**src/rtl/dsp48_pkg.sv**
```systemverilog
// Shared definitions for the DSP48A1 MAC sequencer.
// Contents:
//   - OPMODE encodings issued to the slice.
//   - Bit positions of the OPMODE fields.
//   - Sequencer state type.
//   - A helper that builds a clean OPMODE word.
package dsp48_pkg;

  // OPMODE field positions
  localparam int OPM_X_LO    = 0;
  localparam int OPM_X_HI    = 1;
  localparam int OPM_Z_LO    = 2;
  localparam int OPM_Z_HI    = 3;
  localparam int OPM_PREADD  = 4;
  localparam int OPM_CIN     = 5;
  localparam int OPM_PRESUB  = 6;
  localparam int OPM_POSTSUB = 7;

  // X=M, Z=0 : start a new accumulation
  localparam logic [7:0] OPM_FIRST = 8'h01;
  // X=M, Z=P : accumulate
  localparam logic [7:0] OPM_ACC   = 8'h09;
  // X=0, Z=P : hold P unchanged
  localparam logic [7:0] OPM_HOLD  = 8'h08;

  typedef enum logic [1:0] {
    IDLE  = 2'd0,
    ACCUM = 2'd1,
    DRAIN = 2'd2
  } state_t;

  // Keeps only the X/Z mux selects of a base encoding and applies the pre-adder
  // flag. Carry-in, pre-subtract and post-subtract are forced off.
  function automatic logic [7:0] opm_build(input logic [7:0] base, input logic preadd);
    logic [7:0] v;
    v                        = 8'h00;
    v[OPM_X_HI:OPM_X_LO]     = base[OPM_X_HI:OPM_X_LO];
    v[OPM_Z_HI:OPM_Z_LO]     = base[OPM_Z_HI:OPM_Z_LO];
    v[OPM_PREADD]            = preadd;
    v[OPM_CIN]               = 1'b0;
    v[OPM_PRESUB]            = 1'b0;
    v[OPM_POSTSUB]           = 1'b0;
    return v;
  endfunction

endpackage

```
**src/rtl/dsp_lat_shift.sv**
```systemverilog
// Latency-matching shift registers for the MAC sequencer.
// Purpose:
//   - Delays the issued OPMODE by OPM_SKEW cycles, so it meets its operands at
//     the slice post-adder.
//   - Delays a one-bit "last tap" token by TOK_DEPTH cycles to time the
//     capture of DSP_P.
// Ports:
//   i_clk, i_rst_n  clock, async active-low reset
//   i_opm / o_opm   OPMODE in / delayed out (pass-through when OPM_SKEW=0)
//   i_last / o_last last-tap token in / delayed out
module dsp_lat_shift #(
  parameter int OPM_SKEW  = 1,
  parameter int TOK_DEPTH = 4
) (
  input  logic       i_clk,
  input  logic       i_rst_n,
  input  logic [7:0] i_opm,
  input  logic       i_last,
  output logic [7:0] o_opm,
  output logic       o_last
);

  logic [TOK_DEPTH-1:0] r_tok;

  // last-tap token delay line
  always_ff @(posedge i_clk or negedge i_rst_n) begin
    if (!i_rst_n) begin
      r_tok <= {TOK_DEPTH{1'b0}};
    end else begin
      r_tok <= TOK_DEPTH'({r_tok, i_last});
    end
  end

  assign o_last = r_tok[TOK_DEPTH-1];

  if (OPM_SKEW == 0) begin : g_no_skew
    assign o_opm = i_opm;
  end else begin : g_skew
    logic [7:0] r_opm_pipe [OPM_SKEW];

    // OPMODE delay line
    always_ff @(posedge i_clk or negedge i_rst_n) begin
      if (!i_rst_n) begin
        for (int i = 0; i < OPM_SKEW; i++) r_opm_pipe[i] <= 8'h00;
      end else begin
        r_opm_pipe[0] <= i_opm;
        for (int i = 1; i < OPM_SKEW; i++) r_opm_pipe[i] <= r_opm_pipe[i-1];
      end
    end

    assign o_opm = r_opm_pipe[OPM_SKEW-1];
  end

endmodule

```
**src/rtl/dsp_mac_sequencer.sv**
```systemverilog
// Upstream control stage for a DSP48A1 slice. It runs an N-tap
// multiply-accumulate frame and captures the slice P output as the result.
// Optional feature macro: SYMMETRIC_PREADD_EN.
//   - Defined: DSP_D follows IN_D and the pre-adder is enabled.
//   - Undefined: DSP_D=0 and the result is sum(A*B).
// Ports:
//   CLK, RST_N                  clock, async active-low reset
//   CFG_TAPS                    taps per frame, latched on first accept (0 -> 1)
//   IN_VALID/IN_READY           operand-pair handshake
//   IN_A/IN_B/IN_D              sample, coefficient, mirror sample
//   DSP_A/DSP_B/DSP_D           operands to the slice
//   DSP_OPMODE, DSP_CE          slice control
//   DSP_P                       slice P output
//   RES/RES_VALID/RES_READY     result handshake
//   BUSY                        state is not IDLE
module dsp_mac_sequencer
  import dsp48_pkg::*;
#(
  parameter int PIPE_LAT = 3,
  parameter int OPM_SKEW = 1,
  parameter int MAX_TAPS = 255
) (
  input  logic                          CLK,
  input  logic                          RST_N,
  input  logic [$clog2(MAX_TAPS+1)-1:0] CFG_TAPS,
  input  logic                          IN_VALID,
  output logic                          IN_READY,
  input  logic [17:0]                   IN_A,
  input  logic [17:0]                   IN_B,
  input  logic [17:0]                   IN_D,
  output logic [17:0]                   DSP_A,
  output logic [17:0]                   DSP_B,
  output logic [17:0]                   DSP_D,
  output logic [7:0]                    DSP_OPMODE,
  output logic                          DSP_CE,
  input  logic [47:0]                   DSP_P,
  output logic [47:0]                   RES,
  output logic                          RES_VALID,
  input  logic                          RES_READY,
  output logic                          BUSY
);

  localparam int TW = $clog2(MAX_TAPS + 1);
  localparam logic [TW-1:0] ONE_TAP = TW'(1);
`ifdef SYMMETRIC_PREADD_EN
  localparam logic PREADD_ON = 1'b1;
`else
  localparam logic PREADD_ON = 1'b0;
`endif

  state_t      r_state, w_state_nxt;
  logic [TW-1:0] r_taps, r_cnt, w_taps_nxt, w_cnt_nxt, w_cfg_eff;
  logic        r_in_ready, r_busy, r_ce;
  logic [17:0] r_dsp_a, r_dsp_b, r_dsp_d, w_a_iss, w_b_iss, w_d_iss;
  logic [7:0]  r_opm_iss, w_opm_iss, w_opm_dly;
  logic        r_last_iss, w_last_iss, w_preadd;
  logic        w_tok_out, r_p_rdy, w_p_done, w_cap, w_accept;
  logic [47:0] r_res;
  logic        r_res_valid;

  assign w_accept  = IN_VALID & r_in_ready;
  assign w_cfg_eff = (CFG_TAPS == {TW{1'b0}}) ? ONE_TAP : CFG_TAPS;
  // P is final once the token arrives; r_p_rdy remembers that while the
  // result slot is still occupied.
  assign w_p_done  = w_tok_out | r_p_rdy;
  assign w_cap     = (r_state == DRAIN) & w_p_done & (~r_res_valid | RES_READY);

  // next-state and operand-issue decode
  always_comb begin
    w_state_nxt = r_state;
    w_taps_nxt  = r_taps;
    w_cnt_nxt   = r_cnt;
    w_a_iss     = 18'd0;
    w_b_iss     = 18'd0;
    w_d_iss     = 18'd0;
    w_opm_iss   = OPM_HOLD;
    w_preadd    = 1'b0;
    w_last_iss  = 1'b0;
    case (r_state)
      IDLE: begin
        if (w_accept) begin
          w_taps_nxt = w_cfg_eff;
          w_cnt_nxt  = ONE_TAP;
          w_a_iss    = IN_A;
          w_b_iss    = IN_B;
          w_d_iss    = IN_D & {18{PREADD_ON}};
          w_opm_iss  = OPM_FIRST;
          w_preadd   = PREADD_ON;
          if (w_cfg_eff == ONE_TAP) begin
            w_state_nxt = DRAIN;
            w_last_iss  = 1'b1;
          end else begin
            w_state_nxt = ACCUM;
          end
        end else begin
          w_state_nxt = IDLE;
        end
      end
      ACCUM: begin
        if (w_accept) begin
          w_cnt_nxt = r_cnt + ONE_TAP;
          w_a_iss   = IN_A;
          w_b_iss   = IN_B;
          w_d_iss   = IN_D & {18{PREADD_ON}};
          w_opm_iss = OPM_ACC;
          w_preadd  = PREADD_ON;
          if ((r_cnt + ONE_TAP) == r_taps) begin
            w_state_nxt = DRAIN;
            w_last_iss  = 1'b1;
          end else begin
            w_state_nxt = ACCUM;
          end
        end else begin
          w_state_nxt = ACCUM;
        end
      end
      DRAIN: begin
        if (w_cap) begin
          w_state_nxt = IDLE;
        end else begin
          w_state_nxt = DRAIN;
        end
      end
      default: begin
        w_state_nxt = IDLE;
      end
    endcase
  end

  // state, counters, handshake flags and issued operands
  always_ff @(posedge CLK or negedge RST_N) begin
    if (!RST_N) begin
      r_state    <= IDLE;
      r_taps     <= {TW{1'b0}};
      r_cnt      <= {TW{1'b0}};
      r_in_ready <= 1'b0;
      r_busy     <= 1'b0;
      r_ce       <= 1'b0;
      r_dsp_a    <= 18'd0;
      r_dsp_b    <= 18'd0;
      r_dsp_d    <= 18'd0;
      r_opm_iss  <= 8'h00;
      r_last_iss <= 1'b0;
    end else begin
      r_state    <= w_state_nxt;
      r_taps     <= w_taps_nxt;
      r_cnt      <= w_cnt_nxt;
      r_in_ready <= (w_state_nxt != DRAIN);
      r_busy     <= (w_state_nxt != IDLE);
      r_ce       <= 1'b1;
      r_dsp_a    <= w_a_iss;
      r_dsp_b    <= w_b_iss;
      r_dsp_d    <= w_d_iss;
      r_opm_iss  <= opm_build(w_opm_iss, w_preadd);
      r_last_iss <= w_last_iss;
    end
  end

  // result capture and consumer handshake
  always_ff @(posedge CLK or negedge RST_N) begin
    if (!RST_N) begin
      r_res       <= 48'd0;
      r_res_valid <= 1'b0;
      r_p_rdy     <= 1'b0;
    end else begin
      r_p_rdy <= (r_state == DRAIN) & w_p_done & ~w_cap;
      if (w_cap) begin
        r_res       <= DSP_P;
        r_res_valid <= 1'b1;
      end else if (r_res_valid & RES_READY) begin
        r_res_valid <= 1'b0;
      end else begin
        r_res_valid <= r_res_valid;
      end
    end
  end

  dsp_lat_shift #(
    .OPM_SKEW  (OPM_SKEW),
    .TOK_DEPTH (PIPE_LAT + OPM_SKEW)
  ) u_lat (
    .i_clk   (CLK),
    .i_rst_n (RST_N),
    .i_opm   (r_opm_iss),
    .i_last  (r_last_iss),
    .o_opm   (w_opm_dly),
    .o_last  (w_tok_out)
  );

  assign IN_READY   = r_in_ready;
  assign BUSY       = r_busy;
  assign DSP_CE     = r_ce;
  assign DSP_A      = r_dsp_a;
  assign DSP_B      = r_dsp_b;
  assign DSP_D      = r_dsp_d;
  assign DSP_OPMODE = w_opm_dly;
  assign RES        = r_res;
  assign RES_VALID  = r_res_valid;

endmodule
```
**config.mk**
```make
export PLATFORM = sky130hd
export DESIGN_NAME = dsp_mac_sequencer
export DESIGN_NICKNAME = d
export VERILOG_FILES = /design/src/rtl/dsp48_pkg.sv /design/src/rtl/dsp_lat_shift.sv /design/src/rtl/dsp_mac_sequencer.sv
export SDC_FILE = /design/constraint.sdc
export NUM_CORES = 1
export LEC_CHECK = 0
export ABC_AREA = 1
export CAP_MARGIN = 20
export CORE_ASPECT_RATIO = 0.5
export CORE_MARGIN = 2
export CORE_UTILIZATION = 35
export CTS_BUF_LIST = sky130_fd_sc_hd__clkbuf_4 sky130_fd_sc_hd__clkbuf_8
export CTS_CLUSTER_DIAMETER = 60
export DETAILED_ROUTE_END_ITERATION = 10
export HOLD_SLACK_MARGIN = 0.1
export PLACE_DENSITY_LB_ADDON = 0.15
export SLEW_MARGIN = 20
export SYNTH_ARGS = -nofsm -noshare
export SYNTH_HDL_FRONTEND = slang
export SYNTH_HIERARCHICAL = 1
export SYNTH_SLANG_ARGS = --single-unit
```
**constraint.sdc**
```tcl
create_clock -name CLK -period 2.31 [get_ports CLK]
set_clock_uncertainty 0.2 [all_clocks]
set_input_delay 0.5775 -clock CLK [delete_from_list [all_inputs] [get_ports CLK]]
set_output_delay 0.5775 -clock CLK [all_outputs]
set_load 0.1 [all_outputs]
```
==> flow_metrics.py <==
metrics = {
    "routing": {
        "totalWireLength_mm": 11.48,
        "drt_first_pass_iters": 4,
        "vias": 3898,
        "drc": 0,
        "first_iter_violations": 209,
        "routedWlPerCell_um": 12.51,
        "vias_per_cell": 4.251,
        "ant_nets": 0,
    },
    "min_path": {
        "worst_hold_path_type": "reg2reg",
        "worstHoldEndpoint": "u_lat/r_tok[1]$_DFF_PN0_",
        "hold_start": "u_lat/r_tok[0]$_DFF_PN0_",
        "min_path_cells": 0,
    },
    "timing": {
        "period_minus_slack_ns": 2.006,
        "rsz0062_at_grt": "no",
        "final_max_slew_viol_count": 0,
        "worst_slew_margin_rel_pct": 56.18,
        "setup_viol": 0,
        "fin_crit_sh_pct": 86.83,
        "hold_violations": 0,
        "fmax_mhz": 498.6,
        "tightest_slew_ns": 0.6573,
        "fin_tns_setup_ns": 0,
    },
    "critical_path": {
        "r2r_slack_ns": 0.30,
        "criticalPathCategory": "reg2reg",
        "cp-start-kind": "flop",
        "crit_path_end_kind": "flop",
        "arrival_ns": 2.11,
        "r2r-end": "BUSY$_DFF_PN0_",
        "ff2ff_path_depth": 11,
        "crit_fanout": 5,
        "critical_path_required_ns": 2.41,
        "r2r_start": "r_cnt[1]$_DFFE_PN0P_",
    },
    "yosys": {
        "synth-seq-cells": 122,
        "synth.distinct_cells": 30,
        "syn_area_per_cell_um2": 9.230,
        "yosysTopAreaCell": "dfrtp_1",
        "yosysTopAreaCellShare_pct": 63.61,
        "synth_cells": 520,
        "yosysWarningCount": 6,
        "synth.yosys.seq_area_share_pct": 63.61,
        "synthTopCellsByArea": "dfrtp_1 (64%), nand2_1 (18%), buf_4 (3.4%), nor2_1 (3.4%), nand3_1 (1.8%)",
        "netlist_area_um2": 4800,
    },
    "finish": {
        "nNetsFinal": 843,
        "areaGrowthSynthToFinish_pct": 49.84,
        "antenna_cells": 0,
        "drive_above_1_share_pct": 21.19,
        "postLayoutCoreUtil_pct": 53.37,
        "filler_cell_count": 1243,
        "mostFrequentLayoutCell": "nand2_1",
        "final_cell_mix": "nand2_1 (231), dfrtp_1 (122), buf_4 (102)",
    },
    "global_route": {
        "grt_pass1_wl_mm": 17.94,
        "use_met1_pct": 19.84,
        "grt_use_total_pct": 15.57,
        "antenna_found_initial": 0,
        "grt_pass1_vias": 3689,
        "use_met2_pct": 24.79,
        "use_met3_pct": 5.662,
        "grt_max_degree": 123,
        "gr-max-usage-layer": "met2",
        "grt_overflow": 0,
    },
    "placement": {
        "globalplace.congestion": 0.7913,
        "place_hpwl_mm": 7.744,
        "place.port_buffers": 191,
    },
    "floorplan": {
        "num_io_pins": 228,
        "dieWidth_um": 169.6,
        "die_h_um": 86.81,
        "rows": 30,
        "start_util_pct": 35.62,
        "coreArea_um2": 13480,
        "dieArea_um2": 14720,
    },
    "power": {
        "peakVddDrop_uv": 379.9,
        "swShare_pct": 38.33,
        "p_leak_nw": 3.719,
        "intPower_w": 0.004334,
        "powerDensity_nw_per_um2": 977.2,
        "combPwrFrac_pct": 31.6,
        "p_seq_share_pct": 36.4,
        "power.total_w": 0.007028,
        "power_frac_clock_pct": 32.0,
        "p_switching_w": 0.002694,
    },
    "cts": {
        "cts_buffers": 17,
        "clk_latency_ns": 0.41,
        "postCtsSetupRepairBufs": 0,
        "htreeDepth": 4,
        "clock_path_buffers": 2,
        "clk_pin_slew_ns": 0.07,
        "cts_root_buf": "clkbuf_8",
        "clock-sinks": 122,
        "cts_tree": "done",
    },
    "status": {
        "status": "finished clean",
    },
    "job": {
        "maxCapViolCount": 0,
    },
}
## layer usage
metal	up-vias	wire, um
li1	1969	-
met1	1772	5243
met2	139	5184
met3	18	840
met4	0	207
met5	-	0
## state kept, by name, indices dropped and copies added, names as in the netlist, 2 cells and up
register     count
RES             48
r_opm_iss        2
r_cnt            8
DSP_B           18
DSP_A           18
u_lat/r_tok      4
r_state          2
u_lat/o_opm      8
r_taps           8
## cell type report
cell class                 instances  area, um2  share of cell area, %
inverter                          25      93.84                  1.305
clock buffer                      19      255.2                  3.549
clock inverter                    13      215.2                  2.992
sequential                       122       3053                  42.45
multi-input combinational        358       1498                  20.82
tap                              176      220.2                  3.062
timing repair buffer             204       1857                  25.82
## through the flow
step                      hold slack, ns  std cells  area (um2)  setup slack (ns)
after floorplan                  0.08191        543        4886           0.02485
after global placement            0.1333        884        6711           0.07292
after detailed placement          0.1347        884        6711           0.02547
after CTS                         0.1518        917        7192            0.3023
after global routing              0.1548        917        7192            0.1636
final                             0.1485        917        7192            0.3042
## cell families after synthesis
family / synth area share [%]
AO/OA/AOI/OAI: 2.320
XOR/XNOR: 0.3650
adder cells (fa/ha/maj): 0.2606
buffers and inverters: 7.091
flip-flops: 63.61
other: 0.1565
AND/OR/NAND/NOR: 26.20
## cells in the mapped netlist
| cell type | n |
|---|---|
| xnor2_1 | 1 |
| buf_6 | 2 |
| nand2_1 | 231 |
| o21ai_0 | 7 |
| o21ai_1 | 2 |
| nor2_2 | 6 |
| nor4_1 | 1 |
| nand2_2 | 3 |
| a21oi_1 | 1 |
| inv_2 | 3 |
| ha_1 | 1 |
| o21bai_1 | 1 |
| buf_2 | 5 |
| inv_1 | 21 |
| a22oi_1 | 1 |
| nand3b_1 | 3 |
| buf_4 | 22 |
| nand3_2 | 2 |
| o22a_1 | 1 |
| nor2_4 | 2 |
| nand3_1 | 17 |
| o22ai_1 | 6 |
| xor2_1 | 1 |
| clkbuf_1 | 3 |
| dfrtp_1 | 122 |
| buf_1 | 6 |
| nor2_1 | 44 |
| clkinv_1 | 1 |
| nand4_1 | 2 |
| conb_1 | 2 |
## critical path, stage by stage, from the launching register on
cell and delay, ns:
dfrtp_1 0.43, ha_1 0.34, xnor2_1 0.16, nand2_1 0.08
nor2_2 0.13, nand3_2 0.09, nor2_4 0.15, nand3_1 0.09
nand2_1 0.07, nand2_1 0.05, nand2_1 0.07, nand2_1 0.05
## power by group through the flow
stage                     Combinational, W  Sequential, W  Clock (W)
final                              0.00222        0.00256    0.00225
after global routing               0.00237        0.00259    0.00242
after CTS                          0.00224        0.00256    0.00232
after detailed placement           0.00223        0.00260          0
after global placement             0.00221        0.00259          0
after floorplan                   0.000735        0.00349          0
## how the worst max path moves through the flow
stage,startpoint,endpoint,slack (ns),depth (start not counted)
2_1_floorplan,IN_READY$_DFF_PN0_,IN_READY$_DFF_PN0_,0.02,8
3_3_place_gp,CFG_TAPS[5],BUSY$_DFF_PN0_,0.07,10
3_5_place_dp,CFG_TAPS[5],BUSY$_DFF_PN0_,0.03,10
4_1_cts,r_cnt[1]$_DFFE_PN0P_,BUSY$_DFF_PN0_,0.30,11
5_1_grt,r_cnt[1]$_DFFE_PN0P_,BUSY$_DFF_PN0_,0.16,11
6_report,r_cnt[1]$_DFFE_PN0P_,BUSY$_DFF_PN0_,0.30,11
## timing repair
item                      in CTS  in global routing
resized for setup              0                  0
hold endpoints to repair      47                  0
hold buffers                   1                  0
(Power assumes the default switching activity.)
